## src/rtl/spi_regs_pkg.sv

```systemverilog
// Shared constants and types for the SPI configuration target.
// Latency: n/a (declarations only).
// Backpressure: n/a (declarations only).
package spi_regs_pkg;

  // Frame layout: [15] R/W (1 = write), [14:8] address, [7:0] data.
  localparam int TXN_BITS = 16;
  localparam int ADDR_MSB = TXN_BITS - 2;
  localparam int ADDR_LSB = 8;

  localparam logic [6:0] ADDR_EN_OUT_LO = 7'h00;
  localparam logic [6:0] ADDR_EN_OUT_HI = 7'h01;
  localparam logic [6:0] ADDR_EN_PWM_LO = 7'h02;
  localparam logic [6:0] ADDR_EN_PWM_HI = 7'h03;
  localparam logic [6:0] ADDR_DUTY      = 7'h04;

  typedef enum logic [1:0] {
    IDLE,
    SHIFT,
    COMMIT
  } state_t;

endpackage

```

## src/rtl/sync_edge.sv

```systemverilog
// Synchroniser chain for one async input, with level output and edge pulses.
// Latency: SYNC_STAGES clk to level; rise/fall pulse for one clk alongside the new level.
// Backpressure: none; free-running, every input change is tracked.
//
// Ports: clk, rst_n (async active-low), async_in (raw pin),
//        level (synchronised value), rise / fall (single-cycle edge pulses).
module sync_edge #(
  parameter int   SYNC_STAGES = 2,     // must be >= 2
  parameter logic RESET_VAL   = 1'b0   // idle level of the pin
) (
  input  logic clk,
  input  logic rst_n,
  input  logic async_in,
  output logic level,
  output logic rise,
  output logic fall
);

  logic [SYNC_STAGES-1:0] chain;
  logic                   prev;

  always_ff @(posedge clk or negedge rst_n) begin
    if (!rst_n) begin
      chain <= {SYNC_STAGES{RESET_VAL}};
      prev  <= RESET_VAL;
    end else begin
      chain <= {chain[SYNC_STAGES-2:0], async_in};
      prev  <= chain[SYNC_STAGES-1];
    end
  end

  assign level = chain[SYNC_STAGES-1];
  assign rise  = level & ~prev;
  assign fall  = ~level & prev;

endmodule

```

## src/rtl/spi_peripheral.sv

```systemverilog
// Write-only SPI mode-0 target decoding 16-bit frames into five 8-bit config registers.
// Latency: register updates SYNC_STAGES+2 clk edges after the raw ncs rise ending the frame.
// Backpressure: none; malformed, read or out-of-range frames are silently discarded.
//
// Ports: clk, rst_n (async active-low); sclk, copi, ncs (raw async SPI pins);
//        en_reg_out_7_0 (0x00), en_reg_out_15_8 (0x01), en_reg_pwm_7_0 (0x02),
//        en_reg_pwm_15_8 (0x03), pwm_duty_cycle (0x04).
module spi_peripheral
  import spi_regs_pkg::*;
#(
  parameter int         SYNC_STAGES = 2,
  parameter logic [6:0] MAX_ADDR    = 7'h04
) (
  input  logic       clk,
  input  logic       rst_n,
  input  logic       sclk,
  input  logic       copi,
  input  logic       ncs,
  output logic [7:0] en_reg_out_7_0,
  output logic [7:0] en_reg_out_15_8,
  output logic [7:0] en_reg_pwm_7_0,
  output logic [7:0] en_reg_pwm_15_8,
  output logic [7:0] pwm_duty_cycle
);

  localparam logic [4:0] CNT_FULL = 5'(TXN_BITS);
  localparam logic [4:0] CNT_SAT  = 5'(TXN_BITS + 1);

  // Cycles for the synchronisers and their edge flops to flush reset contents.
  localparam int SETTLE = SYNC_STAGES + 1;
  localparam int SW     = $clog2(SETTLE + 1);

  logic sclk_s, sclk_rise, sclk_fall_unused;
  logic copi_s, copi_rise_unused, copi_fall_unused;
  logic ncs_s, ncs_rise, ncs_fall;

  sync_edge #(.SYNC_STAGES(SYNC_STAGES), .RESET_VAL(1'b0)) u_sync_sclk (
    .clk(clk), .rst_n(rst_n), .async_in(sclk),
    .level(sclk_s), .rise(sclk_rise), .fall(sclk_fall_unused)
  );

  sync_edge #(.SYNC_STAGES(SYNC_STAGES), .RESET_VAL(1'b0)) u_sync_copi (
    .clk(clk), .rst_n(rst_n), .async_in(copi),
    .level(copi_s), .rise(copi_rise_unused), .fall(copi_fall_unused)
  );

  sync_edge #(.SYNC_STAGES(SYNC_STAGES), .RESET_VAL(1'b1)) u_sync_ncs (
    .clk(clk), .rst_n(rst_n), .async_in(ncs),
    .level(ncs_s), .rise(ncs_rise), .fall(ncs_fall)
  );

  // If ncs is already low when reset releases, the ncs chain (reset to 1)
  // produces a fake falling edge. Frames are only accepted once the chains
  // hold real pin history, so an in-flight frame waits for the next genuine fall.
  logic [SW-1:0] settle_cnt;
  logic          settled;

  assign settled = (settle_cnt == SW'(SETTLE));

  always_ff @(posedge clk or negedge rst_n) begin
    if (!rst_n) begin
      settle_cnt <= '0;
    end else if (!settled) begin
      settle_cnt <= settle_cnt + SW'(1);
    end
  end

  state_t              state_q, state_d;
  logic [TXN_BITS-1:0] shreg_q, shreg_d;
  logic [4:0]          bit_cnt_q, bit_cnt_d;
  logic                pend_q, pend_d;   // ncs fell while in COMMIT
  logic                wr_en;

  logic [6:0] wr_addr;
  logic [7:0] wr_data;
  logic       frame_ok;

  assign wr_addr  = shreg_q[ADDR_MSB:ADDR_LSB];
  assign wr_data  = shreg_q[7:0];
  assign frame_ok = (bit_cnt_q == CNT_FULL) && shreg_q[TXN_BITS-1] && (wr_addr <= MAX_ADDR);

  always_comb begin
    state_d   = state_q;
    shreg_d   = shreg_q;
    bit_cnt_d = bit_cnt_q;
    pend_d    = pend_q;
    wr_en     = 1'b0;
    case (state_q)
      IDLE: begin
        pend_d = 1'b0;
        // A fall seen during COMMIT is no longer an edge here, so fall back on the level.
        if (settled && (ncs_fall || (pend_q && !ncs_s))) begin
          state_d   = SHIFT;
          shreg_d   = '0;
          bit_cnt_d = '0;
        end
      end
      SHIFT: begin
        // ncs_rise wins over a coincident sclk_rise: that bit is dropped.
        if (ncs_rise) begin
          state_d = COMMIT;
        end else if (sclk_rise) begin
          shreg_d = {shreg_q[TXN_BITS-2:0], copi_s};
          if (bit_cnt_q != CNT_SAT) begin
            bit_cnt_d = bit_cnt_q + 5'd1;
          end
        end
      end
      COMMIT: begin
        state_d = IDLE;
        wr_en   = frame_ok;
        if (ncs_fall) begin
          pend_d = 1'b1;
        end
      end
      default: state_d = IDLE;
    endcase
  end

  always_ff @(posedge clk or negedge rst_n) begin
    if (!rst_n) begin
      state_q   <= IDLE;
      shreg_q   <= '0;
      bit_cnt_q <= '0;
      pend_q    <= 1'b0;
    end else begin
      state_q   <= state_d;
      shreg_q   <= shreg_d;
      bit_cnt_q <= bit_cnt_d;
      pend_q    <= pend_d;
    end
  end

  always_ff @(posedge clk or negedge rst_n) begin
    if (!rst_n) begin
      en_reg_out_7_0  <= 8'h00;
      en_reg_out_15_8 <= 8'h00;
      en_reg_pwm_7_0  <= 8'h00;
      en_reg_pwm_15_8 <= 8'h00;
      pwm_duty_cycle  <= 8'h00;
    end else if (wr_en) begin
      case (wr_addr)
        ADDR_EN_OUT_LO: en_reg_out_7_0  <= wr_data;
        ADDR_EN_OUT_HI: en_reg_out_15_8 <= wr_data;
        ADDR_EN_PWM_LO: en_reg_pwm_7_0  <= wr_data;
        ADDR_EN_PWM_HI: en_reg_pwm_15_8 <= wr_data;
        ADDR_DUTY:      pwm_duty_cycle  <= wr_data;
        default: ;
      endcase
    end
  end

endmodule

```

## config.mk

```make
export PLATFORM = sky130hd
export DESIGN_NAME = spi_peripheral
export DESIGN_NICKNAME = d
export VERILOG_FILES = /design/src/rtl/spi_regs_pkg.sv /design/src/rtl/sync_edge.sv /design/src/rtl/spi_peripheral.sv
export SDC_FILE = /design/constraint.sdc
export NUM_CORES = 1
export LEC_CHECK = 0
export CORE_ASPECT_RATIO = 1.2
export CORE_MARGIN = 2
export CORE_UTILIZATION = 44
export DETAILED_ROUTE_END_ITERATION = 16
export GPL_ROUTABILITY_DRIVEN = 1
export HOLD_SLACK_MARGIN = 0.08
export PLACE_DENSITY_LB_ADDON = 0.08
export SKIP_LAST_GASP = 1
export SYNTH_ARGS = -nofsm -noshare
export SYNTH_HDL_FRONTEND = slang
export SYNTH_SLANG_ARGS = --single-unit
```

## constraint.sdc

```tcl
create_clock -name clk -period 3.4 [get_ports clk]
set_input_delay 0.68 -clock clk [delete_from_list [all_inputs] [get_ports clk]]
set_output_delay 0.68 -clock clk [all_outputs]
set_load 0.1 [all_outputs]
```

==> results.toml <==
[outcome]
status = "finished clean"

[clock_tree]
htreeDepth = 3
cts_setup_buffers = 0
cts_resized = 0
postCtsHoldBufs = 0
clkSlewWorstSetupHoldPaths_ns = 0.08
cts_tree = "done"
insertion_delay_ns = 0.34
cts_buffers = 9
cts_max_path_buffers = 2
clkSinkCount = 74
root_buffer = "clkbuf_8"

[drt]
met3_length_um = 244
num_vias = 1897
dr.pass1.iters = 4
wl_met1_um = 2580
drc = 0
dr_wl_met2_um = 2950
drtAntennaViolNets = 0
top_layer = "met4"
routed_wl_um = 5810
vias_per_cell = 5.15
routedWlPerCell_um = 15.8
drtIter0Drc = 61

[finish]
final_cell_area_um2 = 3730
mostFrequentLayoutCells = "dfrtp_1 (71), o21ai_0 (33), mux2_2 (33)"
syn2layout_area_growth_pct = 22.7
drive_above_1_share_pct = 28.8
nNetsFinal = 285
fin_cells = 368
diodes = 0
fillCellCount = 593
multi_input_area_um2 = 1120
final_common_cell = "dfrtp_1"
regArea_um2 = 1860

[placed_design]
port_buffers = 44
dp.cells = 352
gp_congestion = 0.797
place_area_um2 = 3520

[power_and_ir_drop]
power.switching_uw = 454
pwr_density_cell_nw_per_um2 = 487
vdd.ir_drop.worst_uv = 384
leakagePower_uw = 0.00176
clock_power_share_pct = 40.6
pwr-share-seq_pct = 52.0
design_power_total_uw = 1820
comb_power_share_pct = 7.3
swShare_pct = 24.9
p_int_uw = 1370

[floorplanning]
core_area_um2 = 6770
initial_core_util_pct = 44.9
die_area_um2 = 7600
die_w_um = 79.9
row_count = 33
fp.dieH_um = 95.1
io_pins = 45

[logic_synthesis]
synth_top_area_cell = "dfrtp_1"
yosysWarnings = 0
synthesis.area_um2 = 3040
avgSynthCellArea_um2 = 13.3
synthArstFlopShare_pct = 100
synth_nets = 238
synth_ff_type = "dfrtp_1"
synth_edf_count = 0
syn-instance-count = 229
synth_top_area_share_pct = 58.4
netlist-cell-type-count = 36
synthTopCellsByArea = "dfrtp_1 (58%), mux2_2 (12%), o21ai_0 (5.4%)"
yosysSeqAreaShare_pct = 61.0
synth_seq_cells = 74

[global_routing]
grt_pass1_wl_um = 9400
antenna_found_initial = 0
grt_use_total_pct = 16.5
grt.overflow.total = 0
grt_pass1_vias = 1878
grt_max_degree = 75

[setup_path]
cp.required_ns = 3.58
startpoint_type = "flip-flop"
worstSetupPathType = "reg2reg"
crit_fanout = 19
worst_ep_arrival_time_ns = 2.72
end_kind = "flip-flop"

[timing]
setup_violations = 0
tightest_slew_ns = 0.971
max_freq_mhz = 395
finalMaxSlewViolations = 0
fin_crit_ns = 2.53
skew_ns = 0.0119
hold_ws_ns = 0.351
fin_setup_tns_ns = 0
hold_violations = 0
relSlewSlack_pct = 35.1
rsz0062_at_grt = "no"
period_share_pct = 74.4

[min_path]
hold_path_class = "reg2reg"

[run]
max_cap_viol_count = 0
[sequential cells by signal, indices dropped and copies added (netlist names), 2 cells and up]
name / count
shreg_q: 16
en_reg_out_15_8: 8
en_reg_out_7_0: 8
en_reg_pwm_15_8: 8
en_reg_pwm_7_0: 8
pwm_duty_cycle: 8
bit_cnt_q: 5
settle_cnt: 2
state_q: 2
u_sync_copi.chain: 2
u_sync_ncs.chain: 2
u_sync_sclk.chain: 2
[worst max-delay path: stages, from the launching register on]
cell and delay, ns:
dfrtp_1 0.40, ha_1 0.24, o21ai_0 0.10, a221o_1 0.56, clkinv_1 0.36, nand2b_1 0.52
o21ai_0 0.19
[power by group through the flow]
stage          combinational, uW  sequential [uW]  clock (uW)
2_1_floorplan               94.8              950           0
3_3_place_gp                 136              964           0
3_5_place_dp                 134              965           0
4_1_cts                      135              947         759
5_1_grt                      154              953         799
6_report                     133              947         740
[synthesized netlist by cell type (2+ instances only)]
| library cell | n |
|---|---|
| nor2_1 | 5 |
| ha_1 | 4 |
| buf_6 | 2 |
| nand3_1 | 3 |
| inv_1 | 3 |
| nand2_1 | 22 |
| nand2b_1 | 3 |
| nand4b_1 | 2 |
| a21oi_1 | 4 |
| o311ai_0 | 2 |
| mux2_2 | 33 |
| and3b_1 | 2 |
| nand4_1 | 3 |
| dfstp_2 | 3 |
| o21ai_0 | 33 |
| mux2i_1 | 2 |
| dfrtp_1 | 71 |
| clkbuf_1 | 7 |
| mux2_4 | 8 |
[logic make-up after synthesis]
logic type,count (synthesis),share of synthesized area (%)
flops,74,61.0
buf+inv,14,2.22
fa+ha+maj,4,1.64
xor+xnor,1,0.288
mux,43,16.8
simple gates,51,10.4
compound gates,42,7.61
[final timing paths]
kind,from,endpoint,slack (ns),cells after the start
max reg2reg,settle_cnt[0]$_DFFE_PN0N_,shreg_q[8]$_DFFE_PN0P_,0.87,6
min,u_sync_copi.chain[0]$_DFF_PN0_,u_sync_copi.chain[1]$_DFF_PN0_,0.35,0
min reg2reg,u_sync_copi.chain[0]$_DFF_PN0_,u_sync_copi.chain[1]$_DFF_PN0_,0.35,0
max,settle_cnt[0]$_DFFE_PN0N_,shreg_q[8]$_DFFE_PN0P_,0.87,6
min in group asynchronous,rst_n,en_reg_out_15_8[6]$_DFFE_PN0P_,0.47,1
max in group asynchronous,rst_n,shreg_q[15]$_DFFE_PN0P_,2.32,1
[metrics by stage]
stage	utilization, %	setup WS, ns
3_3_place_gp	51.9	1.00
5_1_grt	55.2	0.644
3_5_place_dp	51.9	0.908
6_report	55.2	0.869
2_1_floorplan	-	1.30
4_1_cts	55.2	0.864
[area by class of cell]
type,instances,share of cell area (%)
clock inverter,6,2.41
tap,87,2.91
timing repair buffer,46,11.2
sequential,74,49.7
multi-input combinational,141,30.0
inverter,4,0.402
clock buffer,10,3.42
[per-layer routing]
layer,track usage (%),vias to the layer above
met3,5.11,2
met5,0,-
met2,27.6,51
met1,20.4,938
li1,-,906
met4,5.65,0
Note: power is estimated with default switching activity, not from simulation.
